### config.mk
export PLATFORM = sky130hd
export DESIGN_NAME = fetch_queue_flat
export DESIGN_NICKNAME = d
export VERILOG_FILES = /design/src/rtl/fetch_queue_if.sv /design/src/rtl/fetch_queue.sv /design/src/flat_wrapper.sv
export SDC_FILE = /design/constraint.sdc
export NUM_CORES = 1
export LEC_CHECK = 0
export ABC_CLOCK_PERIOD_IN_PS = 4200
export BUFFER_PORTS_ARGS = -buffer_cell sky130_fd_sc_hd__buf_2
export CORE_ASPECT_RATIO = 1.2
export CORE_UTILIZATION = 45
export DETAILED_ROUTE_END_ITERATION = 7
export PLACE_DENSITY = 0.73
export SLEW_MARGIN = 10
export SYNTH_ARGS = -nofsm -noshare
export SYNTH_HDL_FRONTEND = slang
export SYNTH_SLANG_ARGS = --single-unit
### constraint.sdc
create_clock -name clk -period 4.2 [get_ports clk]
set_input_delay 0.84 -clock clk [delete_from_list [all_inputs] [get_ports clk]]
set_output_delay 0.84 -clock clk [all_outputs]
set_load 0.02 [all_outputs]
### src/rtl/fetch_queue_if.sv
// Handshake bundle for fetch_queue: instruction-memory request/response,
// decode-side valid/ready with PC, redirect control and occupancy.
interface fetch_queue_if #(
    parameter int XLEN  = 32,
    parameter int DEPTH = 4
);
  localparam int LW = $clog2(DEPTH) + 1;

  logic            imem_req;
  logic [XLEN-1:0] imem_addr;
  logic [XLEN-1:0] imem_rdata;
  logic            inst_valid;
  logic [XLEN-1:0] inst;
  logic [XLEN-1:0] inst_pc;
  logic            inst_ready;
  logic            redirect;
  logic [XLEN-1:0] redirect_pc;
  logic [LW-1:0]   level;

  modport master (
    output imem_req, imem_addr, inst_valid, inst, inst_pc, level,
    input  imem_rdata, inst_ready, redirect, redirect_pc
  );

  modport slave (
    input  imem_req, imem_addr, inst_valid, inst, inst_pc, level,
    output imem_rdata, inst_ready, redirect, redirect_pc
  );
endinterface

### src/rtl/fetch_queue.sv
// Decoupled instruction-fetch stage: sequential word fetches to a 1-cycle
// memory, buffered with their PCs in a DEPTH-entry FIFO toward decode.
module fetch_queue #(
    parameter int              XLEN     = 32,
    parameter int              DEPTH    = 4,
    parameter logic [XLEN-1:0] RESET_PC = '0
) (
    input  logic          clk,
    input  logic          rst,
    fetch_queue_if.master fq
);
  localparam int AW = (DEPTH > 1) ? $clog2(DEPTH) : 1;
  localparam int CW = $clog2(DEPTH) + 1;

  logic [XLEN-1:0] fetch_pc_reg;
  logic [XLEN-1:0] inflight_pc_reg;
  logic            inflight_reg;
  logic [AW-1:0]   rd_ptr_reg;
  logic [AW-1:0]   wr_ptr_reg;
  logic [CW-1:0]   count_reg;

  logic [XLEN-1:0] pc_mem   [DEPTH];
  logic [XLEN-1:0] inst_mem [DEPTH];

  logic [CW:0] credit_used;
  logic        req;
  logic        push;
  logic        pop;
  logic        unused_bits;

  // In-flight fetches reserve a slot, so a push can never find the FIFO full.
  assign credit_used = {1'b0, count_reg} + {{CW{1'b0}}, inflight_reg};
  assign req         = !rst && !fq.redirect && (credit_used < (CW + 1)'(DEPTH));
  assign push        = inflight_reg && !fq.redirect && !rst;
  assign pop         = fq.inst_valid && fq.inst_ready;
  assign unused_bits = ^fq.redirect_pc[1:0];

  assign fq.imem_req   = req;
  assign fq.imem_addr  = fetch_pc_reg;
  assign fq.inst_valid = (count_reg != '0) && !fq.redirect && !rst;
  assign fq.inst       = inst_mem[rd_ptr_reg];
  assign fq.inst_pc    = pc_mem[rd_ptr_reg];
  assign fq.level      = count_reg;

  always_ff @(posedge clk) begin
    if (rst) begin
      fetch_pc_reg    <= RESET_PC;
      inflight_reg    <= 1'b0;
      inflight_pc_reg <= '0;
      rd_ptr_reg      <= '0;
      wr_ptr_reg      <= '0;
      count_reg       <= '0;
    end else if (fq.redirect) begin
      // Whatever returns next cycle belongs to the old path and is dropped.
      fetch_pc_reg <= {fq.redirect_pc[XLEN-1:2], 2'b00};
      inflight_reg <= 1'b0;
      rd_ptr_reg   <= '0;
      wr_ptr_reg   <= '0;
      count_reg    <= '0;
    end else begin
      inflight_reg <= req;
      if (req) begin
        fetch_pc_reg    <= fetch_pc_reg + XLEN'(4);
        inflight_pc_reg <= fetch_pc_reg;
      end
      if (push) wr_ptr_reg <= wr_ptr_reg + AW'(1);
      if (pop)  rd_ptr_reg <= rd_ptr_reg + AW'(1);
      case ({push, pop})
        2'b10:   count_reg <= count_reg + CW'(1);
        2'b01:   count_reg <= count_reg - CW'(1);
        default: count_reg <= count_reg;
      endcase
    end
  end

  always_ff @(posedge clk) begin
    if (push) begin
      pc_mem[wr_ptr_reg]   <= inflight_pc_reg;
      inst_mem[wr_ptr_reg] <= fq.imem_rdata;
    end
  end
endmodule
### src/flat_wrapper.sv
// flat-port wrapper written by rule: the top's interface ports become plain ports
module fetch_queue_flat 
#(
    parameter int              XLEN     = 32,
    parameter int              DEPTH    = 4,
    parameter logic [XLEN-1:0] RESET_PC = '0
)
  (clk, rst, fq_imem_req, fq_imem_addr, fq_inst_valid, fq_inst, fq_inst_pc, fq_level, fq_imem_rdata, fq_inst_ready, fq_redirect, fq_redirect_pc);
  fetch_queue_if #(.XLEN(XLEN), .DEPTH(DEPTH)) fq_i ();
  input  logic clk;
  input  logic rst;
  output wire logic [$bits(fq_i.imem_req)-1:0] fq_imem_req;
  output wire logic [$bits(fq_i.imem_addr)-1:0] fq_imem_addr;
  output wire logic [$bits(fq_i.inst_valid)-1:0] fq_inst_valid;
  output wire logic [$bits(fq_i.inst)-1:0] fq_inst;
  output wire logic [$bits(fq_i.inst_pc)-1:0] fq_inst_pc;
  output wire logic [$bits(fq_i.level)-1:0] fq_level;
  input wire logic [$bits(fq_i.imem_rdata)-1:0] fq_imem_rdata;
  input wire logic [$bits(fq_i.inst_ready)-1:0] fq_inst_ready;
  input wire logic [$bits(fq_i.redirect)-1:0] fq_redirect;
  input wire logic [$bits(fq_i.redirect_pc)-1:0] fq_redirect_pc;
  assign fq_imem_req = fq_i.imem_req;
  assign fq_imem_addr = fq_i.imem_addr;
  assign fq_inst_valid = fq_i.inst_valid;
  assign fq_inst = fq_i.inst;
  assign fq_inst_pc = fq_i.inst_pc;
  assign fq_level = fq_i.level;
  assign fq_i.imem_rdata = fq_imem_rdata;
  assign fq_i.inst_ready = fq_inst_ready;
  assign fq_i.redirect = fq_redirect;
  assign fq_i.redirect_pc = fq_redirect_pc;
  fetch_queue #(.XLEN(XLEN), .DEPTH(DEPTH), .RESET_PC(RESET_PC)) u_core (.clk(clk), .rst(rst), .fq(fq_i));
endmodule
==> out/qor.yml, run 1 <==
synth:
  synth_top_cell_by_area: "edfxtp_1"
  synth_cell_type_count: 46
  ys_seq_area_share_pct: 72.2
  async_reset_ff_share_pct: 0
  synth_common_cells: "edfxtp_1 (248), nand2_1 (76), dfxtp_1 (70), mux4_2 (62), a21oi_1 (35)"
  synthAdderAreaFrac_pct: 0.776
  synth_compound_area_share_pct: 4.55
  netlist_area_um2: 12300
  synth_top_area_share_pct: 60.7
  postSynthCellCount: 740
  synth-xor-area-share_pct: 1.00
  synth_edf_count: 248
  synth_top_flop_cell: "edfxtp_1"
  synth-seq-cells: 318
  synthMuxAreaShare_pct: 11.5
  avgSynthCellArea_um2: 16.6
  synthSimpleGateAreaFrac_pct: 7.90
  yosysWarningCount: 0
  synth_top_family_by_area: "multiplexers"
  yosys-top-cells-area: "edfxtp_1 (61%), dfxtp_1 (11%), mux4_2 (11%)"
  synth.most_common_cell: "edfxtp_1"
routing:
  initialDrtViolationCount: 411
  vias_per_cell: 5.50
  first_pass_iters: 8
  num_vias: 6970
  ant_nets: 0
  drc_errors: 9
  wirelength_mm: 24.7
  wl_per_cell_um: 19.5
min_path:
  hold_path_end: "u_core.inflight_pc_reg[25]"
  worstHoldStart: "u_core.inflight_pc_reg[25]"
  hold_depth: 2
  hp-class: "reg -> reg"
global_routing:
  overflow: 0
  antenna_found_initial: 0
  grt_pass1_vias: 7034
  grt_max_degree: 63
  grt_usage_pct: 17.9
  grt_first_pass_wirelength_mm: 38.8
flow_run:
  max_cap_viol_count: 0
final_layout:
  area_delta_synth_final_pct: 18.5
  antennaDiodeCount: 0
  largest_reg_flops: 128
  nNetsFinal: 983
  largestRegisters: "u_core.inst_mem: 128 flops, u_core.pc_mem: 120 flops"
  drive_gt1_share_pct: 32.8
  largest_register: "u_core.inst_mem"
placement:
  place.gp.congestion: 0.802
  port_buffers: 162
  dp_hpwl_mm: 15.5
floorplanning:
  core-area_um2: 26500
  start_util_pct: 46.2
  rows: 65
  ios: 169
  die_area_um2: 27900
  dieWidth_um: 153
  dieHeight_um: 183
worst_setup_path:
  r2r_setup_slack_ps: 1940
  crit_path_end_kind: "primary output"
  ff2ff_path_depth: 5
  worstSetupStartpointType: "register"
  crit_fanout: 32
  timing.rr.start: "u_core.fq.imem_addr[2]"
  crit_type: "reg -> out"
  worstPathArrival_ps: 2390
  crit_required_ps: 3360
  r2r-end: "u_core.fq.imem_addr[22]"
cts:
  h-tree-depth: 1
  tritoncts: "done"
  clkSinkCount: 318
  clk_pin_slew_ps: 70
  cts_resized: 0
  clockBufferDepth: 3
  cts_made_buffers: 30
  worstSkewPairLatency_ps: 550
  post_cts_buffers: 0
  holdBufCountCts: 0
  cts-root-buf: "clkbuf_16"
run_status:
  violations: "design-rule violations"
  status: "finished, violations left"
power_and_ir_drop:
  power.density_nw_per_um2: 443
  ir_drop_v: 0.000234
  p_leak_nw: 5.07
timing:
  rsz0062_at_grt: "false"
  fin_crit_sh_pct: 77.0
  drv_slew: 0
  fmax_mhz: 309
  tightestPinTransition_ps: 963
  timing.hold.ws_ps: 496
  fin_setup_tns_ps: 0
  period_minus_slack_ps: 3230
  maxSlewHeadroom_pct: 35.8
  finalHoldViolCount: 0
  skew_ps: 10.8
  setup_violations: 0
## report_power, final
| group | total, mW | switching (mW) | leakage [nW] | internal (mW) |
|---|---|---|---|---|
| Combinational | 0.229 | 0.143 | 1.59 | 0.0858 |
| Sequential | 3.48 | 0.0602 | 2.98 | 3.42 |
| Clock | 2.72 | 1.14 | 0.500 | 1.58 |
| Total | 6.43 | 1.34 | 5.07 | 5.09 |
## area by class of cell
type	instances	area [µm²]
clock buffers	37	861
clock inverters	19	160
fillers	2124	12000
inverters	13	48.8
multi-input cells	367	3190
flip-flops and latches	318	8860
well taps	335	419
repair buffers	178	993
## worst max-delay path, cell delays in order, from the launching register on
cell	delay (ps)
dfxtp_4	810
buf_12	300
mux4_2	550
buf_2	180
## worst max path at each step
| stage | from | end | slack, ps |
|---|---|---|---|
| finish | register | fq_inst_pc[28] | 970 |
| global route | register | fq_inst[30] | 790 |
| CTS | register | fq_inst_pc[28] | 860 |
| detailed placement | fq_redirect | u_core.fq.level[2] | 1090 |
| global placement | fq_redirect | u_core.fq.level[2] | 1090 |
| floorplan | fq_redirect | u_core.inst_mem[0][0] | 910 |
## routing by layer
metal | vias up | track usage, % | routed length, µm
met4 | 0 | 4.73 | 448
met1 | 3454 | 23.7 | 10500
met3 | 38 | 3.31 | 1590
met5 | - | 0 | 0
li1 | 3245 | - | -
met2 | 233 | 30.5 | 12100
## layout by cell type, fill, tap and decap left out, types with 11 or more instances in the layout
cell type  instances
nand4_1           15
a311oi_1          12
buf_2            162
inv_1             13
dfxtp_1           68
mux4_2            62
a21oi_1           35
edfxtp_1         248
nor2_1            34
nand2_1           76
buf_4             11
clkbuf_16         33
o21ai_0           12
## metrics by stage
step                utilization (%)  area (µm²)  setup WS [ps]  power [mW]  std cells
floorplan                         -       12300            911        3.67        743
global placement               50.9       13500           1090        3.77       1211
detailed placement             50.9       13500           1090        3.78       1211
CTS                            54.8       14500            861        6.49       1267
global route                   54.8       14500            792        6.64       1267
finish                         54.8       14500            968        6.43       1267
## kinds of logic (layout without fill, tap and decap cells)
| logic type | count (synthesis) | after routing |
|---|---|---|
| flip-flops | 318 | 318 |
| AND/OR/NAND/NOR | 193 | 193 |
| AO/OA/AOI/OAI | 86 | 86 |
| multiplexers | 63 | 63 |
| buffers and inverters | 58 | 247 |
| XOR/XNOR | 14 | 14 |
| adder cells (fa/ha/maj) | 7 | 7 |
| other | 1 | 4 |
No activity file was read; power rests on OpenSTA's default activity.
==> run 2, diff against run 1 <==
--- a/config.mk
+++ b/config.mk
@@ -5,7 +5,8 @@
 export SDC_FILE = /design/constraint.sdc
 export NUM_CORES = 1
 export LEC_CHECK = 0
-export ABC_CLOCK_PERIOD_IN_PS = 4200
+export ABC_AREA = 1
+export ABC_CLOCK_PERIOD_IN_PS = 3300
 export BUFFER_PORTS_ARGS = -buffer_cell sky130_fd_sc_hd__buf_2
 export CORE_ASPECT_RATIO = 1.2
 export CORE_UTILIZATION = 45
==> constraint.sdc (replaced) <==
create_clock -name clk -period 3.3 [get_ports clk]
set_input_delay 0.66 -clock clk [delete_from_list [all_inputs] [get_ports clk]]
set_output_delay 0.66 -clock clk [all_outputs]
set_load 0.02 [all_outputs]
==> out/qor.yml, run 2 <==
run_status:
  status: "finished clean"
timing:
  rsz0062_at_grt: "false"
  finalHoldViolCount: 0  # unchanged
  period_minus_slack_ps: 2930
  drv_slew: 0  # unchanged
  setup_violations: 0  # unchanged
  skew_ps: 15.6  # +4.79 ps
  fin_setup_tns_ps: 0  # unchanged
  maxSlewHeadroom_pct: 63.3  # +28 points
  fmax_mhz: 342
  fin_crit_sh_pct: 88.7
  timing.hold.ws_ps: 315  # -181 ps
  tightestPinTransition_ps: 550  # -413 ps
cts:
  h-tree-depth: 1  # unchanged
  post_cts_buffers: 0  # unchanged
  clockBufferDepth: 3  # unchanged
  clkSinkCount: 318  # unchanged
  cts-root-buf: "clkbuf_16"
  clk_pin_slew_ps: 60  # about the same
  cts_made_buffers: 30  # unchanged
  tritoncts: "done"
  cts_resized: 0  # unchanged
  holdBufCountCts: 0  # unchanged
  worstSkewPairLatency_ps: 560  # about the same
synth:
  synth_cell_type_count: 34  # -26%
  ys_seq_area_share_pct: 68.4  # -3.8 points
  synth_edf_count: 248  # unchanged
  yosys-top-cells-area: "edfxtp_1 (58%), dfxtp_1 (11%), o21ai_0 (6.4%)"
  async_reset_ff_share_pct: 0  # unchanged
  postSynthCellCount: 1202  # +62%
  synth_top_area_share_pct: 57.5  # -3.2 points
  avgSynthCellArea_um2: 10.8  # -35%
  synth-seq-cells: 318  # unchanged
  synth_top_cell_by_area: "edfxtp_1"
  synth_top_flop_cell: "edfxtp_1"
  synth_common_cells: "edfxtp_1 (248), nor2_1 (215), o21ai_0 (165), nand2_1 (143), inv_1 (93)"
  yosysWarningCount: 0  # unchanged
  netlist_area_um2: 12900  # +5.6%
  synth.most_common_cell: "edfxtp_1"
global_routing:
  use_met3_pct: 3.24  # -0.073 points
  top_usage_layer: "met2"
  grt_usage_pct: 19.4  # +1.5 points
  use_met1_pct: 24.2  # +0.51 points
  overflow: 0  # unchanged
  use_met2_pct: 33.6  # +3.1 points
  grt_first_pass_wirelength_mm: 44.7  # +15%
  grt_pass1_vias: 8673  # +23%
  antenna_found_initial: 0  # unchanged
  grt_max_degree: 125  # +98%
worst_setup_path:
  r2r-end: "u_core.fq.level[2]"
  worstSetupStartpointType: "register"
  cpPeakStageDelay_ps: 430  # -380 ps
  cpLargestDelayFamily: "buffers and inverters"
  worstPathArrival_ps: 2270  # -120 ps
  timing.rr.start: "u_core.fq.level[0]"
  crit_required_ps: 2640  # -720 ps
  crit_fanout: 31  # -3.1%
  crit_path_end_kind: "primary output"
  worst_path_max_delay_cell: "dfxtp_2"
  r2r_setup_slack_ps: 1340  # -600 ps
  crit_type: "reg -> out"
  ff2ff_path_depth: 9  # +4
  path_cells: "inv_2 > buf_4 > o21ai_0 > o22ai_1 > buf_2"
  cp.buffers_inverters: 3  # +1
flow_run:
  max_cap_viol_count: 0  # unchanged
placement:
  port_buffers: 162  # unchanged
  dpl.cell_count: 1704  # +41%
  dp_hpwl_mm: 17.9  # +16%
  place.gp.congestion: 0.902  # +13%
  place_area_um2: 14200  # +5.3%
power_and_ir_drop:
  power.density_nw_per_um2: 534  # +21%
  p_leak_nw: 5.67  # +12%
  ir_drop_v: 0.000333  # +42%
  total_power_mw: 8.10  # +26%
min_path:
  hold_depth: 1  # -1
  worstHoldStart: "fq_imem_rdata[27]"
  hp-class: "in -> reg"
  hold_path_end: "u_core.inst_mem[2][27]"
routing:
  ant_nets: 0  # unchanged
  initialDrtViolationCount: 631  # +54%
  first_pass_iters: 6  # -2
  vias_per_cell: 5.19  # -5.7%
  wirelength_mm: 28.8  # +17%
  num_vias: 9127  # +31%
  wl_per_cell_um: 16.4  # -16%
  drc_errors: 0  # -9
floorplanning:
  dieHeight_um: 188  # +2.7%
  dieWidth_um: 157  # +2.7%
  core-area_um2: 28100  # +5.9%
  start_util_pct: 46.1  # -0.15 points
  rows: 67  # +3.1%
  die_area_um2: 29500  # +5.5%
  ios: 169  # unchanged
final_layout:
  area_delta_synth_final_pct: 17.2
  layout_common_cells: "edfxtp_1 (248), nor2_1 (211), o21ai_0 (165)"
  stdcell_count: 1760  # +39%
  drive_gt1_share_pct: 19.0  # -14 points
  antennaDiodeCount: 0  # unchanged
  nNetsFinal: 1432  # +46%
  largest_register: "u_core.inst_mem"
  largest_reg_flops: 128  # unchanged
  final_common_cell: "edfxtp_1"
  largestRegisters: "u_core.inst_mem: 128 flops, u_core.pc_mem: 120 flops"
  final_area_um2: 15200  # +4.4%
## run 2: changes by cell type in the layout (fill, tap and decap cells not counted), sizes merged, moves of 41 or more
cell,delta
nor2,+198
o21ai,+154
inv,+78
nand2,+68
mux4,-62
o22ai,+62
nand3,+41
## run 2: area by class of cell
type,instances,area (µm²)
fill,2388,12900
clock buffer,42,836
multi-input combinational,727,3470
sequential,318,8850
tap,379,474
timing repair buffer,186,1070
inverter,94,354
clock inverter,14,114
## run 2: worst reg2reg max path: stages, from the launching register on
cell	delay, ps
dfxtp_1	400
nor3_1	110
nor3_2	270
ha_1	200
inv_1	70
fa_1	380
a21oi_1	140
o21ai_0	110
xor2_1	140
nor2_1	50
## run 2: worst max path at each step
| stage | slack, ps | cells past startpoint | endpoint | start |
|---|---|---|---|---|
| global placement | 560 | 11 | u_core.fq.level[2] | fq_redirect |
| floorplan | -740 | 3 | u_core.inst_mem[0][0] | fq_redirect |
| CTS | 370 | 5 | fq_inst_pc[8] | register |
| finish | 370 | 5 | fq_inst[25] | register |
| detailed placement | 580 | 11 | u_core.fq.level[2] | fq_redirect |
| global route | 240 | 5 | fq_inst_pc[2] | register |
## run 2: through the flow
step / setup WS (ps) / util, %
floorplan: -735 / -
global placement: 556 / 50.6
detailed placement: 581 / 50.6
CTS: 368 / 54.0
global route: 241 / 54.0
finish: 374 / 54.0
## run 2: logic make-up after synthesis
kind of cell    Yosys count  share of synthesized area [%]
fa+ha+maj                 7                          0.735
other cells               1                         0.0290
buf+inv                 160                           5.16
xor+xnor                  7                          0.474
flops                   318                           68.4
simple gates            444                           14.3
compound gates          265                           11.0
## run 2: report_power, final
| group | leakage [nW] | switching (mW) | internal (mW) |
|---|---|---|---|
| clock network | 0.466 | 1.42 | 1.85 |
| logic | 2.37 | 0.244 | 0.129 |
| registers | 2.83 | 0.0784 | 4.38 |
| total | 5.67 | 1.74 | 6.36 |
## run 2: metal layers
metal  routed length, µm  share of wire, %
met3                1810               6.3
met2               14100                49
met5                   0                 0
met4                 852               3.0
met1               12100                42
